**src/rtl/store_buffer_pkg.sv**
```systemverilog
// Shared widths and the entry record for the store buffer.
// Entry fields are sized here, so instances must not use ADDR_W/DATA_W wider than these defaults.
package store_buffer_pkg;

    localparam int SB_ADDR_W = 32;
    localparam int SB_DATA_W = 32;

    typedef struct packed {
        logic                 valid;
        logic [SB_ADDR_W-1:0] addr;
        logic [SB_DATA_W-1:0] data;
    } sb_entry_t;

endpackage

```
**src/rtl/store_buffer_if.sv**
```systemverilog
// Pipeline-side store/load signals and memory-side write port of the store buffer.
// The slave modport is the buffer itself; the master modport is its environment.
interface store_buffer_if
    import store_buffer_pkg::*;
#(
    parameter int ADDR_W = SB_ADDR_W,
    parameter int DATA_W = SB_DATA_W
) ();

    logic              StoreValid;
    logic [ADDR_W-1:0] StoreAddr;
    logic [DATA_W-1:0] StoreData;
    logic              StoreReady;
    logic              LoadValid;
    logic [ADDR_W-1:0] LoadAddr;
    logic              LoadHit;
    logic [DATA_W-1:0] LoadData;
    logic              MemBusy;
    logic              MemWriteEnable;
    logic [ADDR_W-1:0] MemAddress;
    logic [DATA_W-1:0] MemWriteData;

    modport master (
        output StoreValid, StoreAddr, StoreData, LoadValid, LoadAddr, MemBusy,
        input  StoreReady, LoadHit, LoadData, MemWriteEnable, MemAddress, MemWriteData
    );

    modport slave (
        input  StoreValid, StoreAddr, StoreData, LoadValid, LoadAddr, MemBusy,
        output StoreReady, LoadHit, LoadData, MemWriteEnable, MemAddress, MemWriteData
    );

endinterface

```
**src/rtl/store_buffer_match.sv**
```systemverilog
// Youngest-match lookup: scans live entries oldest to youngest so the last hit wins.
module store_buffer_match
    import store_buffer_pkg::*;
#(
    parameter int DEPTH  = 4,
    parameter int ADDR_W = SB_ADDR_W,
    parameter int DATA_W = SB_DATA_W
) (
    input  sb_entry_t                entries [DEPTH],
    input  logic [$clog2(DEPTH)-1:0] head,
    input  logic [$clog2(DEPTH):0]   count,
    input  logic [ADDR_W-1:0]        addr,
    output logic                     hit,
    output logic [DATA_W-1:0]        data
);

    localparam int PTR_W = $clog2(DEPTH);
    localparam int CNT_W = PTR_W + 1;

    logic [PTR_W-1:0] idx;

    // Age order is head, head+1, ...; only the first `count` slots are live.
    always_comb begin
        hit  = 1'b0;
        data = '0;
        idx  = '0;
        for (int i = 0; i < DEPTH; i++) begin
            idx = head + PTR_W'(i);
            if ((CNT_W'(i) < count) && entries[idx].valid &&
                (entries[idx].addr == SB_ADDR_W'(addr))) begin
                hit  = 1'b1;
                data = DATA_W'(entries[idx].data);
            end
        end
    end

endmodule

```
**src/rtl/store_buffer.sv**
```systemverilog
// In-order store buffer in front of the data memory, with youngest-match load forwarding.
// Optional feature: define STORE_BUFFER_COALESCE_EN to merge a store into the youngest entry of equal address.
module store_buffer
    import store_buffer_pkg::*;
#(
    parameter int DEPTH  = 4,
    parameter int ADDR_W = SB_ADDR_W,
    parameter int DATA_W = SB_DATA_W
) (
    input  logic                   Clock,
    input  logic                   Reset_n,
    store_buffer_if.slave          bus,
    output logic [$clog2(DEPTH):0] Count
);

    localparam int PTR_W = $clog2(DEPTH);
    localparam int CNT_W = PTR_W + 1;

    sb_entry_t         entries [DEPTH];
    logic [PTR_W-1:0]  headPtr;
    logic [PTR_W-1:0]  tailPtr;
    logic [PTR_W-1:0]  youngPtr;
    logic [CNT_W-1:0]  count;
    logic              notEmpty;
    logic              notFull;
    logic              drain;
    logic              coalesceMatch;
    logic              coalesce;
    logic              enqueue;
    logic              matchHit;
    logic [DATA_W-1:0] matchData;

    assign notEmpty = (count != '0);
    assign notFull  = (count < CNT_W'(DEPTH));
    assign youngPtr = tailPtr - PTR_W'(1);
    assign drain    = notEmpty & ~bus.MemBusy;

`ifdef STORE_BUFFER_COALESCE_EN
    // A head entry leaving on this edge cannot absorb the store; it is enqueued fresh instead.
    assign coalesceMatch = notEmpty && entries[youngPtr].valid &&
                           (entries[youngPtr].addr == SB_ADDR_W'(bus.StoreAddr)) &&
                           !((youngPtr == headPtr) && drain);
`else
    assign coalesceMatch = 1'b0;
`endif

    assign coalesce = bus.StoreValid & coalesceMatch;
    assign enqueue  = bus.StoreValid & notFull & ~coalesceMatch;

    assign bus.StoreReady     = notFull | coalesceMatch;
    assign bus.MemWriteEnable = drain;
    assign bus.MemAddress     = notEmpty ? ADDR_W'(entries[headPtr].addr) : '0;
    assign bus.MemWriteData   = notEmpty ? DATA_W'(entries[headPtr].data) : '0;
    assign Count              = count;

    always_ff @(posedge Clock) begin
        if (!Reset_n) begin
            headPtr <= '0;
            tailPtr <= '0;
            count   <= '0;
            for (int i = 0; i < DEPTH; i++) begin
                entries[i].valid <= 1'b0;
            end
        end else begin
            // Enqueue and drain never hit the same slot: no enqueue when full, no drain when empty.
            if (drain) begin
                entries[headPtr].valid <= 1'b0;
                headPtr                <= headPtr + PTR_W'(1);
            end
            if (enqueue) begin
                entries[tailPtr] <= '{valid: 1'b1,
                                      addr:  SB_ADDR_W'(bus.StoreAddr),
                                      data:  SB_DATA_W'(bus.StoreData)};
                tailPtr          <= tailPtr + PTR_W'(1);
            end
            if (coalesce) begin
                entries[youngPtr].data <= SB_DATA_W'(bus.StoreData);
            end
            count <= count + CNT_W'(enqueue) - CNT_W'(drain);
        end
    end

    store_buffer_match #(
        .DEPTH (DEPTH),
        .ADDR_W(ADDR_W),
        .DATA_W(DATA_W)
    ) uMatch (
        .entries(entries),
        .head   (headPtr),
        .count  (count),
        .addr   (bus.LoadAddr),
        .hit    (matchHit),
        .data   (matchData)
    );

    assign bus.LoadHit  = bus.LoadValid & matchHit;
    assign bus.LoadData = bus.LoadValid ? matchData : '0;

endmodule

```
**src/flat_wrapper.sv**
```systemverilog
// flat-port wrapper written by rule: the top's interface ports become plain ports
module store_buffer_flat import store_buffer_pkg::*;
#(
    parameter int DEPTH  = 4,
    parameter int ADDR_W = SB_ADDR_W,
    parameter int DATA_W = SB_DATA_W
)
  (Clock, Reset_n, Count, bus_StoreValid, bus_StoreAddr, bus_StoreData, bus_LoadValid, bus_LoadAddr, bus_MemBusy, bus_StoreReady, bus_LoadHit, bus_LoadData, bus_MemWriteEnable, bus_MemAddress, bus_MemWriteData);
  store_buffer_if #(.ADDR_W(ADDR_W), .DATA_W(DATA_W)) bus_i ();
  input  logic Clock;
  input  logic Reset_n;
  output logic [$clog2(DEPTH):0] Count;
  input wire logic [$bits(bus_i.StoreValid)-1:0] bus_StoreValid;
  input wire logic [$bits(bus_i.StoreAddr)-1:0] bus_StoreAddr;
  input wire logic [$bits(bus_i.StoreData)-1:0] bus_StoreData;
  input wire logic [$bits(bus_i.LoadValid)-1:0] bus_LoadValid;
  input wire logic [$bits(bus_i.LoadAddr)-1:0] bus_LoadAddr;
  input wire logic [$bits(bus_i.MemBusy)-1:0] bus_MemBusy;
  output wire logic [$bits(bus_i.StoreReady)-1:0] bus_StoreReady;
  output wire logic [$bits(bus_i.LoadHit)-1:0] bus_LoadHit;
  output wire logic [$bits(bus_i.LoadData)-1:0] bus_LoadData;
  output wire logic [$bits(bus_i.MemWriteEnable)-1:0] bus_MemWriteEnable;
  output wire logic [$bits(bus_i.MemAddress)-1:0] bus_MemAddress;
  output wire logic [$bits(bus_i.MemWriteData)-1:0] bus_MemWriteData;
  assign bus_i.StoreValid = bus_StoreValid;
  assign bus_i.StoreAddr = bus_StoreAddr;
  assign bus_i.StoreData = bus_StoreData;
  assign bus_i.LoadValid = bus_LoadValid;
  assign bus_i.LoadAddr = bus_LoadAddr;
  assign bus_i.MemBusy = bus_MemBusy;
  assign bus_StoreReady = bus_i.StoreReady;
  assign bus_LoadHit = bus_i.LoadHit;
  assign bus_LoadData = bus_i.LoadData;
  assign bus_MemWriteEnable = bus_i.MemWriteEnable;
  assign bus_MemAddress = bus_i.MemAddress;
  assign bus_MemWriteData = bus_i.MemWriteData;
  store_buffer #(.DEPTH(DEPTH), .ADDR_W(ADDR_W), .DATA_W(DATA_W)) u_core (.Clock(Clock), .Reset_n(Reset_n), .bus(bus_i), .Count(Count));
endmodule
```
**config.mk**
```make
export PLATFORM = sky130hd
export DESIGN_NAME = store_buffer_flat
export DESIGN_NICKNAME = d
export VERILOG_FILES = /design/src/rtl/store_buffer_pkg.sv /design/src/rtl/store_buffer_if.sv /design/src/rtl/store_buffer_match.sv /design/src/rtl/store_buffer.sv /design/src/flat_wrapper.sv
export SDC_FILE = /design/constraint.sdc
export NUM_CORES = 1
export LEC_CHECK = 0
export ABC_AREA = 1
export CORE_ASPECT_RATIO = 1.4
export CORE_MARGIN = 10
export CORE_UTILIZATION = 40
export CTS_CLUSTER_DIAMETER = 200
export DETAILED_ROUTE_END_ITERATION = 8
export DONT_BUFFER_PORTS = 1
export GPL_ROUTABILITY_DRIVEN = 0
export GPL_TIMING_DRIVEN = 0
export PLACE_DENSITY = 0.53
export SLEW_MARGIN = 40
export SYNTH_ARGS = -nofsm -noshare
export SYNTH_HDL_FRONTEND = slang
export SYNTH_SLANG_ARGS = --single-unit
```
**constraint.sdc**
```tcl
create_clock -name Clock -period 13.04 [get_ports Clock]
set_clock_uncertainty 0.15 [all_clocks]
set_input_delay 1.304 -clock Clock [delete_from_list [all_inputs] [get_ports Clock]]
set_output_delay 1.304 -clock Clock [all_outputs]
set_load 0.03 [all_outputs]
```
# [Word-level counts from Yosys, hierarchy flattened]
# Index checks and enable logic that the tools add are counted.
[totals] regBits=267 elab_cells=89 out_inout_bits=102 inputBits=101
[classes] n_reduce_logical=11 mux=32 eq_ne=4 n_bitwise=9 add_sub_neg=6 order_cmp=12
[op_table] op="2-to-1 mux 260 bit" n=3
[op_table] op="2-to-1 mux 65 bit" n=10
[op_table] op="binary-select mux 65 bit (select 2 bit)" n=4
[op_table] op="bitwise mux 260 bit" n=2
[op_table] op="demux 65 bit (select 2 bit)" n=2
[op_table] op="2-to-1 mux 32 bit" n=7
[op_table] op="equality test 32 bit" n=4
[op_table] op="greater-or-equal comparator 3 bit, second input constant" n=5
[op_table] op="NOT 2 -> 3 bit" n=5
[op_table] op="logical AND 1 bit" n=10
[op_table] op="< comparator 1 x 3 -> 1 bit, first input constant" n=2
[op_table] op="< comparator 2 x 3 -> 1 bit, first input constant" n=2
[op_table] op="< comparator 3 x 1 -> 1 bit, second input constant" n=2
[op_table] op="adder 2 x 1 -> 2 bit, second input constant" n=2
[op_table] op="adder 2 bit, second input constant" n=2
[op_table] op="2-to-1 mux 1 bit" n=4
[op_table] op="adder 3 x 1 -> 3 bit" n=1
[op_table] op="AND 1 bit" n=3
[op_table] op="< comparator 3 bit, second input constant" n=1
[op_table] op="nonzero test 3 bit" n=1
[op_table] op="subtractor 3 x 1 -> 3 bit" n=1
[op_table] op="NOT 1 bit" n=1

# [Longest topological paths before layout]
[logic_depth] depth_word=11 mapped_depth=26 ltp_nobuf=18

# [Hierarchy]
# From an unflattened synthesis, not the netlist that was laid out.
[hier_totals] cells_unflattened=3535 hier_area_um2=22898.2
[modules_own_cells] module="store_buffer" seq_area_each_um2=7907.6 instances=1 area_per_inst_um2=13314.0 cells_each=1517
[modules_own_cells] module="store_buffer_match" seq_area_each_um2=0.0 instances=1 area_per_inst_um2=9584.2 cells_each=2018

# [Least setup slack after synthesis]
# OpenSTA, ideal clock, no wires.
[synth_timing] kind="input-to-reg" startpoint="input port Reset_n" endpoint="register, netlist name u_core.entries[0]" path_buffers=1 required_time_ns=12.402 path_slack_ns=7.987 stages=3 t_arrival_ns=4.416 path_cell_list="clkbuf_1 inv_1 nor2_1"
[synth_rtl] item="start, declared" line_no="flat_wrapper.sv:11" rtl="input logic Reset_n;"
# No word-level cell between the ends.

# [Worst setup path after layout]
[layout_timing] startpoint="register u_core.headPtr[0]" endpoint="output port bus_LoadData[10]"
[layout_via] elab_cells_between_ends=36 classes_between="add/sub: 3; eq/ne: 4; mux: 17; bitwise: 4; reduce/logical: 8"
[layout_rtl] item="start, declared" line_no="store_buffer.sv:20" rtl="logic [PTR_W-1:0] headPtr;"
[layout_rtl] item="start signal, assigned" line_no="store_buffer.sv:68" rtl="headPtr <= headPtr + PTR_W'(1);"
[layout_rtl] item="adder 2 bit *" line_no="store_buffer_match.sv:28" rtl="idx = head + PTR_W'(i);"
[layout_rtl] item="named net u_core.uMatch.idx[0]" line_no="store_buffer_match.sv:20" rtl="logic [PTR_W-1:0] idx;"
[layout_rtl] item="NOT 2 -> 3 bit (not written as such) *" line_no="store_buffer_match.sv:29, store_buffer_match.sv:30, store_buffer_match.sv:32"
[layout_rtl] item="binary-select mux 65 bit (select 2 bit) *" line_no="store_buffer_match.sv:29, store_buffer_match.sv:30, store_buffer_match.sv:32"
[layout_rtl] item="2-to-1 mux 65 bit (not written as such) * (2 in series)" line_no="store_buffer_match.sv:32" rtl="data = DATA_W'(entries[idx].data);"
[layout_rtl] item="equality test 32 bit or logical AND 1 bit (tied branches)" line_no="store_buffer_match.sv:30, store_buffer_match.sv:29"
[layout_rtl] item="logical AND 1 bit" line_no="store_buffer_match.sv:29" rtl="if ((CNT_W'(i) < count) && entries[idx].valid &&"
[layout_rtl] item="2-to-1 mux 32 bit *" line_no="store_buffer_match.sv:29"
[layout_rtl] item="2-to-1 mux 32 bit *" line_no="store_buffer.sv:97" rtl="assign bus.LoadData = bus.LoadValid ? matchData : '0;"
[layout_rtl] item="end, declared" line_no="flat_wrapper.sv:21" rtl="output wire logic [$bits(bus_i.LoadData)-1:0] bus_LoadData;"
# Mark *: on every way through the listed nets, which the timed path passes. The rest lies on a longest branch. The select of a mux whose other input is x is not followed.

==> flow_summary.toml <==
[yosys]
syn_inst = 2949
synth_area_leaders = "edfxtp_1, nand2_1, nor2_1"
ys_types = 33
netlist_area_sq_um = 19500
ys_ff_latch = 267
async_reset_ff_share_pct = 0
synth_warnings = 0
synth_top_area_share_pct = 39.5
synth_edf_count = 256
syn_avg_cell_area_sq_um = 6.60
ys_seq_area_share_pct = 40.6
synthFlopType = "edfxtp_1"
synthesis.nets = 3063
synth_top_area_cell = "edfxtp_1"

[critical_path]
end_kind = "primary output"
critPathLaunchType = "register"
crit_family = "buffers and inverters"
crit_fanout = 11
cp_num_buf_inv = 12
cp.arrival_ns = 6.47
crit_type = "register to primary output"
worst_path_max_delay_cell = "nor2_1"
cp.required_ns = 11.59
crit_chain = "buf_4 -> inv_4 -> buf_4 -> buf_2 -> buf_2 -> buf_1 -> ha_1 -> clkbuf_1 -> inv_2 -> buf_4 -> buf_2 -> nand3_1 -> nand3_1 -> o21ai_0 -> a21oi_1 -> nand2_1 -> nor2_1 -> nand3_1 -> nor2_2 -> inv_2 -> clkbuf_1 -> nand2_1 -> nor2_1 -> nor2_1"
slowest_delay_ns = 0.56

[clocking]
hold_buffers = 0
cts_root_buf = "clkbuf_16"
cts_buffer_depth = 3
tritoncts = "done"
post_cts_resized = 0
clkTransAtPathRegs_ns = 0.06
htreeDepth = 1
clkLatencyLatePin_ns = 0.57
numCtsBuffers = 28
cts_num_sinks = 267
postCtsSetupBuffers = 0

[global_route]
grt_pass1_wl_mm = 128
grt_use_total_pct = 29.8
antenna_found_initial = 5
grt_overflow = 0
grt_pass1_vias = 20200
grt_max_degree = 18

[timing]
fin_crit_ns = 7.93
hold_viol_final = 0
final.hold.worst_slack_ns = 0.386
worst_slew_pin_slew_ns = 0.941
relSlewSlack_pct = 37.3
worst_slack_ns = 5.11
fmax_mhz = 126
post-route-period-util_pct = 60.8
tns_ns = 0
slew_viol_final = 0
rsz0062_at_grt = "no"
setup_violations = 0

[worst_hold_path]
holdCritPathClass = "register to register"

[detailed_routing]
drt-total-wl_mm = 89.2
dr.pass1.iters = 8
drc = 0
routedWlPerCell_um = 24.4
vias = 20700
drtAntennaViolNets = 0
viasPerCell = 5.66
drt_first_iter_violations = 2200

[power_and_ir_drop]
irDropWorstVdd_uv = 148
powerDensity_nw_per_um2 = 203
p_leak_nw = 10.0

[floorplan]
coreArea_sq_um = 48100
start_util_pct = 40.4
pin_count = 203
die_area_sq_um = 58000
die_x_um = 206
fp.dieH_um = 281
fp-row-count = 95

[cells_and_area]
multiInputGateArea_sq_um = 9800
fill_cells = 5017
fin_cells = 3651
area_growth_syn_to_layout_pct = 11.3
drive_gt1_share_pct = 5.57
nets = 3111
regArea_sq_um = 7910

[placement]
dp.final_hpwl_mm = 69.0
io_buffer_count = 0
place_ws_ns = 5.90
dp_cells = 3597

[run_status]
status = "finished clean"

[job]
drv_cap = 0
-- worst register-to-register path: stages, from the launching register on --
cell      delay [ns]
dfxtp_1         0.33
buf_4           0.17
inv_4           0.07
buf_4           0.20
buf_2           0.40
buf_2           0.36
buf_1           0.55
ha_1            0.35
clkbuf_1        0.17
inv_2           0.11
buf_2           0.41
clkbuf_1        0.47
clkbuf_1        0.50
a21oi_1         0.13
-- layout by cell type, fill, tap and decap left out, types with 12 or more instances in the layout --
cell / n
o21bai_1: 31
ha_1: 12
clkbuf_16: 29
xor2_1: 24
clkbuf_1: 84
nor2_1: 477
inv_1: 248
o21ai_1: 26
nand3_1: 349
buf_2: 52
buf_1: 16
a21oi_1: 13
nand2_1: 977
o21ai_0: 296
edfxtp_1: 256
buf_4: 13
-- flip-flops by register name (all words and copies together), names as in the netlist --
name            count
u_core.tailPtr      2
u_core.headPtr      2
u_core.entries    260
u_core.Count        3
-- cell usage after synthesis, types with 2 or more instances --
cell type,instances
buf_6,6
inv_1,248
clkbuf_1,90
nand4_1,4
nor3_1,4
buf_1,19
ha_1,12
buf_2,52
xor2_1,24
nand3_1,349
nor2_4,2
buf_4,13
a31o_2,4
nor2_1,482
nand2_1,977
dfxtp_1,11
o21ai_1,26
or2_2,3
a21oi_1,14
edfxtp_1,256
and2_1,9
o211ai_1,3
o21ai_0,296
o21bai_1,31
inv_2,6
-- power by group --
group          switching (mW)  internal (mW)
registers              0.0464           1.01
clock network           0.342          0.482
logic                    1.94          0.581
-- path summary, 6_finish.rpt --
check	start	to	slack, ns	depth (start not counted)
setup / recovery	u_core.headPtr[0]	bus_LoadData[10]	5.11	24
hold / removal	u_core.tailPtr[1]	u_core.tailPtr[1]	0.39	2
setup reg to reg	u_core.headPtr[0]	u_core.headPtr[1]	8.53	13
hold reg to reg	u_core.tailPtr[1]	u_core.tailPtr[1]	0.39	2
-- layer usage --
| metal | global-route usage, % | part of all wire, % |
|---|---|---|
| met3 | 7.31 | 9.4 |
| met5 | 0 | 0.045 |
| met4 | 21.9 | 8.2 |
| met2 | 51.3 | 48 |
| met1 | 30.8 | 34 |
-- metrics by stage --
stage | cell area [sq um] | power [mW] | utilization, %
finish | 21700 | 4.40 | 45.0
global route | 21700 | 4.62 | 45.0
CTS | 21600 | 4.33 | 44.9
detailed placement | 20700 | 3.51 | 43.0
global placement | 20200 | 3.46 | 42.1
floorplan | 19500 | 2.68 | -
-- final cells by class --
| cell class | instances | area share, % |
|---|---|---|
| repair buffers | 18 | 1.88 |
| flip-flops and latches | 267 | 36.5 |
| diodes | 3 | 0.0347 |
| multi-input cells | 2247 | 45.2 |
| well taps | 630 | 3.64 |
| clock inverters | 20 | 0.948 |
| plain buffers | 180 | 3.92 |
| inverters | 255 | 4.43 |
| clock buffers | 31 | 3.39 |
-- logic make-up (layout without fill, tap and decap cells) --
kind of cell	after synthesis	count (layout)	share of synthesized area, %
AO/OA/AOI/OAI	376	376	10.2
XOR/XNOR	25	25	1.13
adder cells (fa/ha/maj)	13	13	0.874
buffers and inverters	435	504	9.22
flip-flops	267	267	40.6
other	0	3	0
AND/OR/NAND/NOR	1833	1833	37.9
No activity file was read; power rests on OpenSTA's default activity.
